==> config.mk <==
export PLATFORM = sky130hd
export DESIGN_NAME = snn_spike_classifier
export DESIGN_NICKNAME = d
export VERILOG_FILES = /design/src/rtl/snn_spike_classifier.sv
export SDC_FILE = /design/constraint.sdc
export NUM_CORES = 1
export LEC_CHECK = 0
export CORE_AREA = 2 2 127 129
export DETAILED_ROUTE_END_ITERATION = 16
export DIE_AREA = 0 0 129 131
export GPL_ROUTABILITY_DRIVEN = 0
export PLACE_DENSITY = 0.66
export SYNTH_ARGS = -nofsm -noshare
export SYNTH_HDL_FRONTEND = slang
export SYNTH_SLANG_ARGS = --single-unit
==> constraint.sdc <==
create_clock -name clk -period 7.5 [get_ports clk]
set_input_delay 1.5 -clock clk [delete_from_list [all_inputs] [get_ports clk]]
set_output_delay 1.5 -clock clk [all_outputs]
set_load 0.02 [all_outputs]
==> src/rtl/snn_spike_classifier.sv <==
// Spike-count classifier: counts per-neuron spikes over a timestep budget while
// enabling the LIF array, then argmax-scans the counts and offers the winner on valid/ready.

module snn_spike_lane #(
  parameter int CNT_WIDTH = 8
) (
  input  logic                 clk,
  input  logic                 rst,
  input  logic                 clr_i,
  input  logic                 inc_i,
  output logic [CNT_WIDTH-1:0] cnt_o
);
  logic [CNT_WIDTH-1:0] cnt_q;

  // Saturating counter: sticks at all-ones instead of wrapping.
  always_ff @(posedge clk) begin
    if (rst || clr_i)
      cnt_q <= '0;
    else if (inc_i && (cnt_q != '1))
      cnt_q <= cnt_q + 1'b1;
  end

  assign cnt_o = cnt_q;
endmodule

module snn_spike_classifier #(
  parameter int NUM_NEURONS = 10,
  parameter int CNT_WIDTH   = 8,
  parameter int STEP_WIDTH  = 16,
  parameter int IDX_WIDTH   = $clog2(NUM_NEURONS)
) (
  input  logic                   clk,
  input  logic                   rst,
  input  logic                   start,
  input  logic                   abort,
  input  logic [STEP_WIDTH-1:0]  num_steps,
  input  logic [NUM_NEURONS-1:0] fired_flags_in,
  input  logic [NUM_NEURONS-1:0] valid_flags_in,
  output logic [NUM_NEURONS-1:0] enables_out,
  output logic                   busy,
  output logic                   class_valid,
  input  logic                   class_ready,
  output logic [IDX_WIDTH-1:0]   class_id,
  output logic [CNT_WIDTH-1:0]   class_count,
  output logic                   class_tie
);
  typedef enum logic [1:0] {IDLE, RUN, SCAN, HOLD} state_t;

  localparam logic [IDX_WIDTH-1:0] LAST_IDX = IDX_WIDTH'(NUM_NEURONS - 1);

  state_t                  state_q;
  logic [STEP_WIDTH-1:0]   steps_q, step_q;
  logic [IDX_WIDTH-1:0]    scan_idx_q;
  logic [CNT_WIDTH-1:0]    max_q, max_d;
  logic [IDX_WIDTH-1:0]    id_q, id_d;
  logic                    tie_q, tie_d;
  logic [IDX_WIDTH-1:0]    class_id_q;
  logic [CNT_WIDTH-1:0]    class_count_q;
  logic                    class_tie_q;

  logic [NUM_NEURONS-1:0][CNT_WIDTH-1:0] cnt;
  logic [CNT_WIDTH-1:0]    cur_cnt;
  logic                    run_act, step_done, last_step, clr;

  assign clr       = (state_q == IDLE) && start;
  assign run_act   = (state_q == RUN) && !abort;
  assign step_done = run_act && (&valid_flags_in);
  // steps_q is nonzero whenever RUN is entered, so the decrement cannot wrap.
  assign last_step = step_done && (step_q == steps_q - 1'b1);

  for (genvar g = 0; g < NUM_NEURONS; g++) begin : g_lane
    snn_spike_lane #(.CNT_WIDTH(CNT_WIDTH)) u_lane (
      .clk   (clk),
      .rst   (rst),
      .clr_i (clr),
      .inc_i (run_act && valid_flags_in[g] && fired_flags_in[g]),
      .cnt_o (cnt[g])
    );
  end

  // Index 0 seeds the running max; later entries replace it only when strictly
  // greater, so the lowest index wins ties.
  always_comb begin
    cur_cnt = cnt[scan_idx_q];
    max_d   = max_q;
    id_d    = id_q;
    tie_d   = tie_q;
    if (scan_idx_q == '0) begin
      max_d = cur_cnt;
      id_d  = '0;
      tie_d = 1'b0;
    end else if (cur_cnt > max_q) begin
      max_d = cur_cnt;
      id_d  = scan_idx_q;
      tie_d = 1'b0;
    end else if (cur_cnt == max_q) begin
      tie_d = 1'b1;
    end
  end

  always_ff @(posedge clk) begin
    if (rst) begin
      state_q       <= IDLE;
      steps_q       <= '0;
      step_q        <= '0;
      scan_idx_q    <= '0;
      max_q         <= '0;
      id_q          <= '0;
      tie_q         <= 1'b0;
      class_id_q    <= '0;
      class_count_q <= '0;
      class_tie_q   <= 1'b0;
    end else begin
      case (state_q)
        IDLE: begin
          if (start) begin
            steps_q    <= num_steps;
            step_q     <= '0;
            scan_idx_q <= '0;
            state_q    <= (num_steps == '0) ? SCAN : RUN;
          end
        end
        RUN: begin
          if (abort) begin
            state_q <= IDLE;
          end else if (step_done) begin
            step_q <= step_q + 1'b1;
            if (last_step) state_q <= SCAN;
          end
        end
        SCAN: begin
          if (abort) begin
            state_q <= IDLE;
          end else begin
            max_q <= max_d;
            id_q  <= id_d;
            tie_q <= tie_d;
            if (scan_idx_q == LAST_IDX) begin
              class_id_q    <= id_d;
              class_count_q <= max_d;
              class_tie_q   <= tie_d;
              state_q       <= HOLD;
            end else begin
              scan_idx_q <= scan_idx_q + 1'b1;
            end
          end
        end
        HOLD: begin
          if (class_ready) state_q <= IDLE;
        end
        default: state_q <= IDLE;
      endcase
    end
  end

  assign enables_out = {NUM_NEURONS{state_q == RUN}};
  assign busy        = (state_q != IDLE);
  assign class_valid = (state_q == HOLD);
  assign class_id    = class_id_q;
  assign class_count = class_count_q;
  assign class_tie   = class_tie_q;
endmodule
==> impl_metrics.py, run 1 <==
metrics = {
    "pwr": {
        "p_clk_share_pct": 48.8,
        "swShare_pct": 22.9,
        "peakVddDrop_mv": 0.169,
        "p_int_uw": 1420,
        "powerDensity_nw_per_um2": 206,
        "switchingPower_uw": 423,
        "power_frac_comb_pct": 8.7,
        "power_leakage_uw": 0.00316,
        "pwr-share-seq_pct": 42.6,
    },
    "die": {
        "die_y_um": 131,
        "core_area_um2": 15600,
        "dieArea_um2": 16900,
        "die_w_um": 129,
        "io_pins": 66,
        "fp-row-count": 46,
        "start_util_pct": 48.8,
    },
    "critical_path": {
        "slowest_delay_ps": 920,
        "cp.required_ps": 7830,
        "slowest_stage": "nor2b_1",
        "critPathCaptureType": "flop",
        "cp.arrival_ps": 4390,
        "reg2regPathDepth": 14,
        "worstSetupStartpointType": "input port",
        "critPathMaxFanout": 10,
        "path_cells": "clkdlybuf4s50_1 > nor2b_1 > nand3_1 > a31oi_1 > nand4_1 > or3_1 > a21oi_1",
        "critPathKind": "input port to flop",
    },
    "sta": {
        "hold_viol": 0,
        "finalCriticalPeriod_ps": 4060,
        "slew_headroom_pct": 23.0,
        "rsz0062_at_grt": "no",
        "max_slew.worst_pin.slew_ps": 1150,
        "fmax_ghz": 0.246,
        "fin_crit_sh_pct": 54.2,
        "timing.hold.ws_ps": 452,
        "fin_setup_tns_ps": 0,
        "fin_worst_skew_ps": 8.57,
        "drv_slew": 0,
        "setup_viol": 0,
    },
    "cts": {
        "numCtsBuffers": 17,
        "postCtsHoldBufs": 0,
        "clkTransAtPathRegs_ps": 60,
        "cts_setup_buffers": 0,
        "cts_resized": 0,
        "htree_levels": 4,
        "clock_latency_ps": 430,
        "cts_tree": "yes",
        "clock_sinks": 144,
        "cts_root_buf": "clkbuf_16",
        "cts_buffer_depth": 2,
    },
    "logic_synthesis": {
        "synth_seq_cells": 144,
        "syn-num-nets": 946,
        "ys_async_sr_fraction_pct": 0,
        "yosysSeqAreaShare_pct": 37.9,
        "ys_types": 59,
        "yosys_warnings": 0,
        "syn_avg_cell_area_um2": 8.63,
        "syn_area_um2": 7610,
        "synthCells": 882,
        "synthFlopType": "dfxtp_1",
        "synth-edff-count": 0,
    },
    "global_route": {
        "grt_max_degree": 97,
        "grt_util_all_layers_pct": 21.5,
        "overflow": 0,
        "grt_pass1_wl_mm": 28.6,
        "grt_pass1_vias": 5919,
        "antenna_found_initial": 0,
    },
    "routing": {
        "vias": 6363,
        "drc": 0,
        "postRouteAntennaNets": 0,
        "drtIter0Drc": 536,
        "wl_mm": 17.4,
        "via_per_inst": 5.52,
        "wl_per_cell_um": 15.1,
        "drt_pre_antenna_iters": 8,
    },
    "final_layout": {
        "finalNetCount": 987,
        "final_layout_size_suffix_gt1_share_pct": 8.33,
        "n_antenna_cell": 0,
        "syn_to_final_growth_pct": 17.9,
        "num-fill-cells": 1432,
    },
    "flow_run": {
        "cap_violations": 0,
    },
    "outcome": {
        "status": "complete, no violations",
    },
    "worst_hold_path": {
        "min_path_cells": 2,
        "hold_class": "flop to flop",
    },
    "placement": {
        "hpwl_mm": 12.4,
        "port_buffers": 65,
    },
}
## worst max-delay path: cells and delay by family
kind                   cells  cell delay [ps]
AO/OA/AOI/OAI              2              630
buffers and inverters      1              490
AND/OR/NAND/NOR            4             1760
## sequential cells by signal (all words and copies together), names as in the netlist
| signal | cells |
|---|---|
| step_q | 16 |
| max_q | 8 |
| tie_q | 1 |
| class_id | 4 |
| class_tie | 1 |
| g_lane.u_lane.cnt_o | 80 |
| scan_idx_q | 4 |
| steps_q | 16 |
| class_count | 8 |
| id_q | 4 |
| state_q | 2 |
## final timing paths
kind | from | endpoint | slack (ps)
max | abort | g_lane[9].u_lane.cnt_o[5] | 3440
min | class_count[7] | class_count[7] | 450
max reg2reg | scan_idx_q[1] | class_count[1] | 3540
min reg2reg | class_count[7] | class_count[7] | 450
## power groups by stage
| stage | Clock, uW | Sequential [uW] | Combinational [uW] |
|---|---|---|---|
| CTS | 910 | 786 | 161 |
| finish | 901 | 786 | 160 |
| floorplan | 0 | 796 | 115 |
| global route | 952 | 788 | 174 |
| global placement | 0 | 803 | 159 |
| detailed placement | 0 | 802 | 160 |
## cells by family after synthesis
kind of cell	count (synthesis)	synth area share (%)
simple gates	363	23.3
compound gates	153	12.8
flops	144	37.9
xor+xnor	85	9.78
buf+inv	73	4.24
mux	41	8.27
fa+ha+maj	23	3.78
## cells in the mapped netlist (11+ instances only)
cell | number | area (um^2)
a21oi_1 | 60 | 300
and3_1 | 11 | 68.8
clkbuf_1 | 28 | 105
dfxtp_1 | 144 | 2880
ha_1 | 23 | 288
inv_1 | 25 | 93.8
mux2_2 | 11 | 124
mux2i_1 | 13 | 130
mux4_2 | 16 | 360
nand2_1 | 91 | 342
nand3_1 | 23 | 115
nand4_1 | 36 | 225
nor2_1 | 120 | 450
nor3_1 | 12 | 60.1
o211ai_1 | 11 | 82.6
o21ai_0 | 29 | 145
or3_1 | 20 | 125
xnor2_1 | 30 | 263
xor2_1 | 55 | 482
## per-layer routing
metal | up-vias | global-route usage [%] | share of wire (%)
met5 | - | 0 | 0
met1 | 2957 | 28.7 | 48
met4 | 0 | 8.25 | 2.3
met2 | 162 | 34.1 | 45
li1 | 3215 | - | -
met3 | 29 | 4.93 | 4.6
## area by class of cell
| class | instances | area (um^2) | area share [%] |
|---|---|---|---|
| flip-flops and latches | 144 | 2880 | 32.1 |
| inverters | 25 | 93.8 | 1.05 |
| well taps | 216 | 270 | 3.01 |
| repair buffers | 70 | 683 | 7.61 |
| multi-input cells | 665 | 4410 | 49.2 |
| clock inverters | 10 | 158 | 1.76 |
| clock buffers | 22 | 474 | 5.28 |
## placed cells by master (no fill, tap or decap), drive strengths merged, types with 6 or more instances in the layout
cell / n
or3: 20
a21oi: 60
clkdlybuf4s50: 64
dfxtp: 144
and2: 6
nand4: 36
o2111a: 6
xnor2: 30
a2bb2oi: 7
o211ai: 11
a22oi: 10
mux2i: 13
clkbuf: 23
nor3: 13
xor2: 55
nor2: 121
inv: 25
a211oi: 11
o21ai: 30
ha: 23
nor4: 9
and3: 11
nand3: 24
mux2: 12
nand2: 91
mux4: 16
## metrics by stage
step / setup WS, ps / power (uW) / instances / util (%) / cell area [um^2]
after CTS: 3450 / 1860 / 1152 / 57.5 / 8970
final: 3440 / 1850 / 1152 / 57.5 / 8970
after floorplan: 3660 / 911 / 882 / - / 7610
after global routing: 3210 / 1910 / 1152 / 57.5 / 8970
after detailed placement: 3080 / 963 / 1120 / 53.5 / 8340
after global placement: 3190 / 962 / 1120 / 53.5 / 8340
No activity file was read; power rests on OpenSTA's default activity.
==> run 2: changes to the inputs <==
clock period = 3.8 ns   (was 7.5 ns; I/O delays follow)
==> run 2 against run 1 <==
  * Sequential power is 97% higher
  * Clock power is 100% higher
  * Worst hold slack hardly changed
  * Critical path depth is 7 higher
  * Critical path type is now flop to flop
  * Largest power group unchanged
  * Wire length is 2.2% higher
  * Sequential cell count stayed put
  * Power is 100% higher
  * Global-route usage is 0.36 points higher
  * Clock skew is 0.70 ps higher
  * Register-to-register slack worse by 3200 ps
  * Setup slack worse by 3100 ps
  * Sequential share of layout area is 0.59 points lower
==> impl_metrics.py, run 2 (synthesis gave the netlist of run 1 again) <==
metrics = {
    "placement": {
        "hpwl_mm": 12.9,
        "dpl_cell_area_um2": 8490,
        "port_buffers": 65,
        "place_ws_ps": 70.5,
    },
    "cts": {
        "numCtsBuffers": 17,
        "cts_tree": "yes",
        "cts_setup_buffers": 0,
        "cts_root_buf": "clkbuf_16",
        "clock_sinks": 144,
        "clock_latency_ps": 430,
        "postCtsHoldBufs": 0,
        "cts_buffer_depth": 2,
        "cts_resized": 0,
        "htree_levels": 4,
        "clkTransAtPathRegs_ps": 60,
    },
    "sta": {
        "finalCriticalPeriod_ps": 3460,
        "hold_viol": 0,
        "max_slew.worst_pin.slew_ps": 806,
        "fin_worst_skew_ps": 9.27,
        "worst_slack_ps": 340,
        "slew_headroom_pct": 46.1,
        "timing.hold.ws_ps": 452,
        "fin_crit_sh_pct": 91.0,
        "fin_setup_tns_ps": 0,
        "fmax_ghz": 0.289,
        "drv_slew": 0,
        "rsz0062_at_grt": "no",
        "setup_viol": 0,
    },
    "global_route": {
        "grt_util_all_layers_pct": 21.9,
        "overflow": 0,
        "grt_pass1_vias": 5809,
        "grt_pass1_wl_mm": 28.8,
        "antenna_found_initial": 0,
        "grt_max_degree": 97,
    },
    "critical_path": {
        "cp.arrival_ps": 3750,
        "cp_num_buf_inv": 3,
        "critPathMaxFanout": 17,
        "slowest_stage": "mux4_2",
        "worstSetupStartpointType": "flop",
        "critPathCaptureType": "flop",
        "cp.required_ps": 4090,
        "crit_top_cell": "a21oi_1",
        "slowest_delay_ps": 540,
        "critPathKind": "flop to flop",
        "reg2regPathDepth": 14,
        "worstSetupPathDepth": 14,
        "path_cells": "buf_4 > mux4_2 > a21oi_1 > inv_1 > ha_1 > nor2b_1 > o21a_1 > o21a_1 > o21bai_1 > a21oi_1 > buf_12 > or2_2 > o211ai_1 > a21oi_1",
        "cp_top_family": "compound AO/OA/AOI/OAI gates",
    },
    "final_layout": {
        "multi_input_area_um2": 4410,
        "num-fill-cells": 1397,
        "mostFrequentLayoutCell": "dfxtp_1",
        "syn_to_final_growth_pct": 20.2,
        "finalNetCount": 1004,
        "final_cell_area_um2": 9150,
        "layout_common_cells": "dfxtp_1, nor2_1, nand2_1",
        "n_antenna_cell": 0,
        "largest_register_ffs": 80,
        "final_layout_size_suffix_gt1_share_pct": 10.3,
        "seqCellArea_um2": 2890,
    },
    "routing": {
        "drc": 0,
        "top_layer": "met4",
        "vias": 6445,
        "drtIter0Drc": 402,
        "met3WireLength_um": 749,
        "route.met2.wl_mm": 8.05,
        "met1_length_mm": 8.49,
        "postRouteAntennaNets": 0,
        "wl_mm": 17.8,
        "wl_per_cell_um": 15.2,
        "drt_pre_antenna_iters": 8,
        "via_per_inst": 5.52,
    },
    "outcome": {
        "status": "complete, no violations",
    },
    "die": {
        "dieArea_um2": 16900,
        "io_pins": 66,
        "start_util_pct": 48.8,
        "die_y_um": 131,
        "die_w_um": 129,
        "fp-row-count": 46,
        "core_area_um2": 15600,
    },
    "flow_run": {
        "cap_violations": 0,
    },
    "pwr": {
        "finalPower_uw": 3720,
        "power_leakage_uw": 0.00326,
        "powerDensity_nw_per_um2": 407,
        "peakVddDrop_mv": 0.348,
    },
    "worst_hold_path": {
        "min_path_cells": 2,
        "hold_class": "flop to flop",
    },
}
==> run 2: final timing paths <==
kind                       start        endpoint  slack [ps]
setup / recovery   scan_idx_q[1]  class_count[6]         340
hold / removal    class_count[1]  class_count[1]         450
setup reg to reg   scan_idx_q[1]  class_count[6]         340
hold reg to reg   class_count[1]  class_count[1]         450
==> run 2: report_power, final <==
group | switching, uW | total, uW | internal [uW]
combinational | 180 | 328 | 148
clock | 633 | 1840 | 1210
sequential | 25.5 | 1550 | 1530
==> run 2: area by class of cell <==
| cell class | count | area share (%) |
|---|---|---|
| sequential | 144 | 31.5 |
| clock buffer | 20 | 5.10 |
| clock inverter | 10 | 2.01 |
| timing repair buffer | 87 | 9.14 |
| tap | 216 | 2.95 |
| inverter | 25 | 1.03 |
| multi-input combinational | 665 | 48.2 |
==> run 2: worst min-delay path, stage by stage (launching register included) <==
cell     delay (ps)
dfxtp_1         300
nand2_1          50
a21oi_1          50
==> run 2: per-stage QoR <==
stage / util (%) / instances
after floorplan: - / 882
after global placement: 54.5 / 1137
after detailed placement: 54.5 / 1137
after CTS: 58.6 / 1167
after global routing: 58.7 / 1167
final: 58.7 / 1167
==> run 2: per-layer routing <==
metal / vias up / track usage (%)
li1: 3235 / -
met1: 3023 / 29.4
met2: 153 / 34.4
met3: 34 / 4.15
met4: 0 / 9.78
met5: - / 0
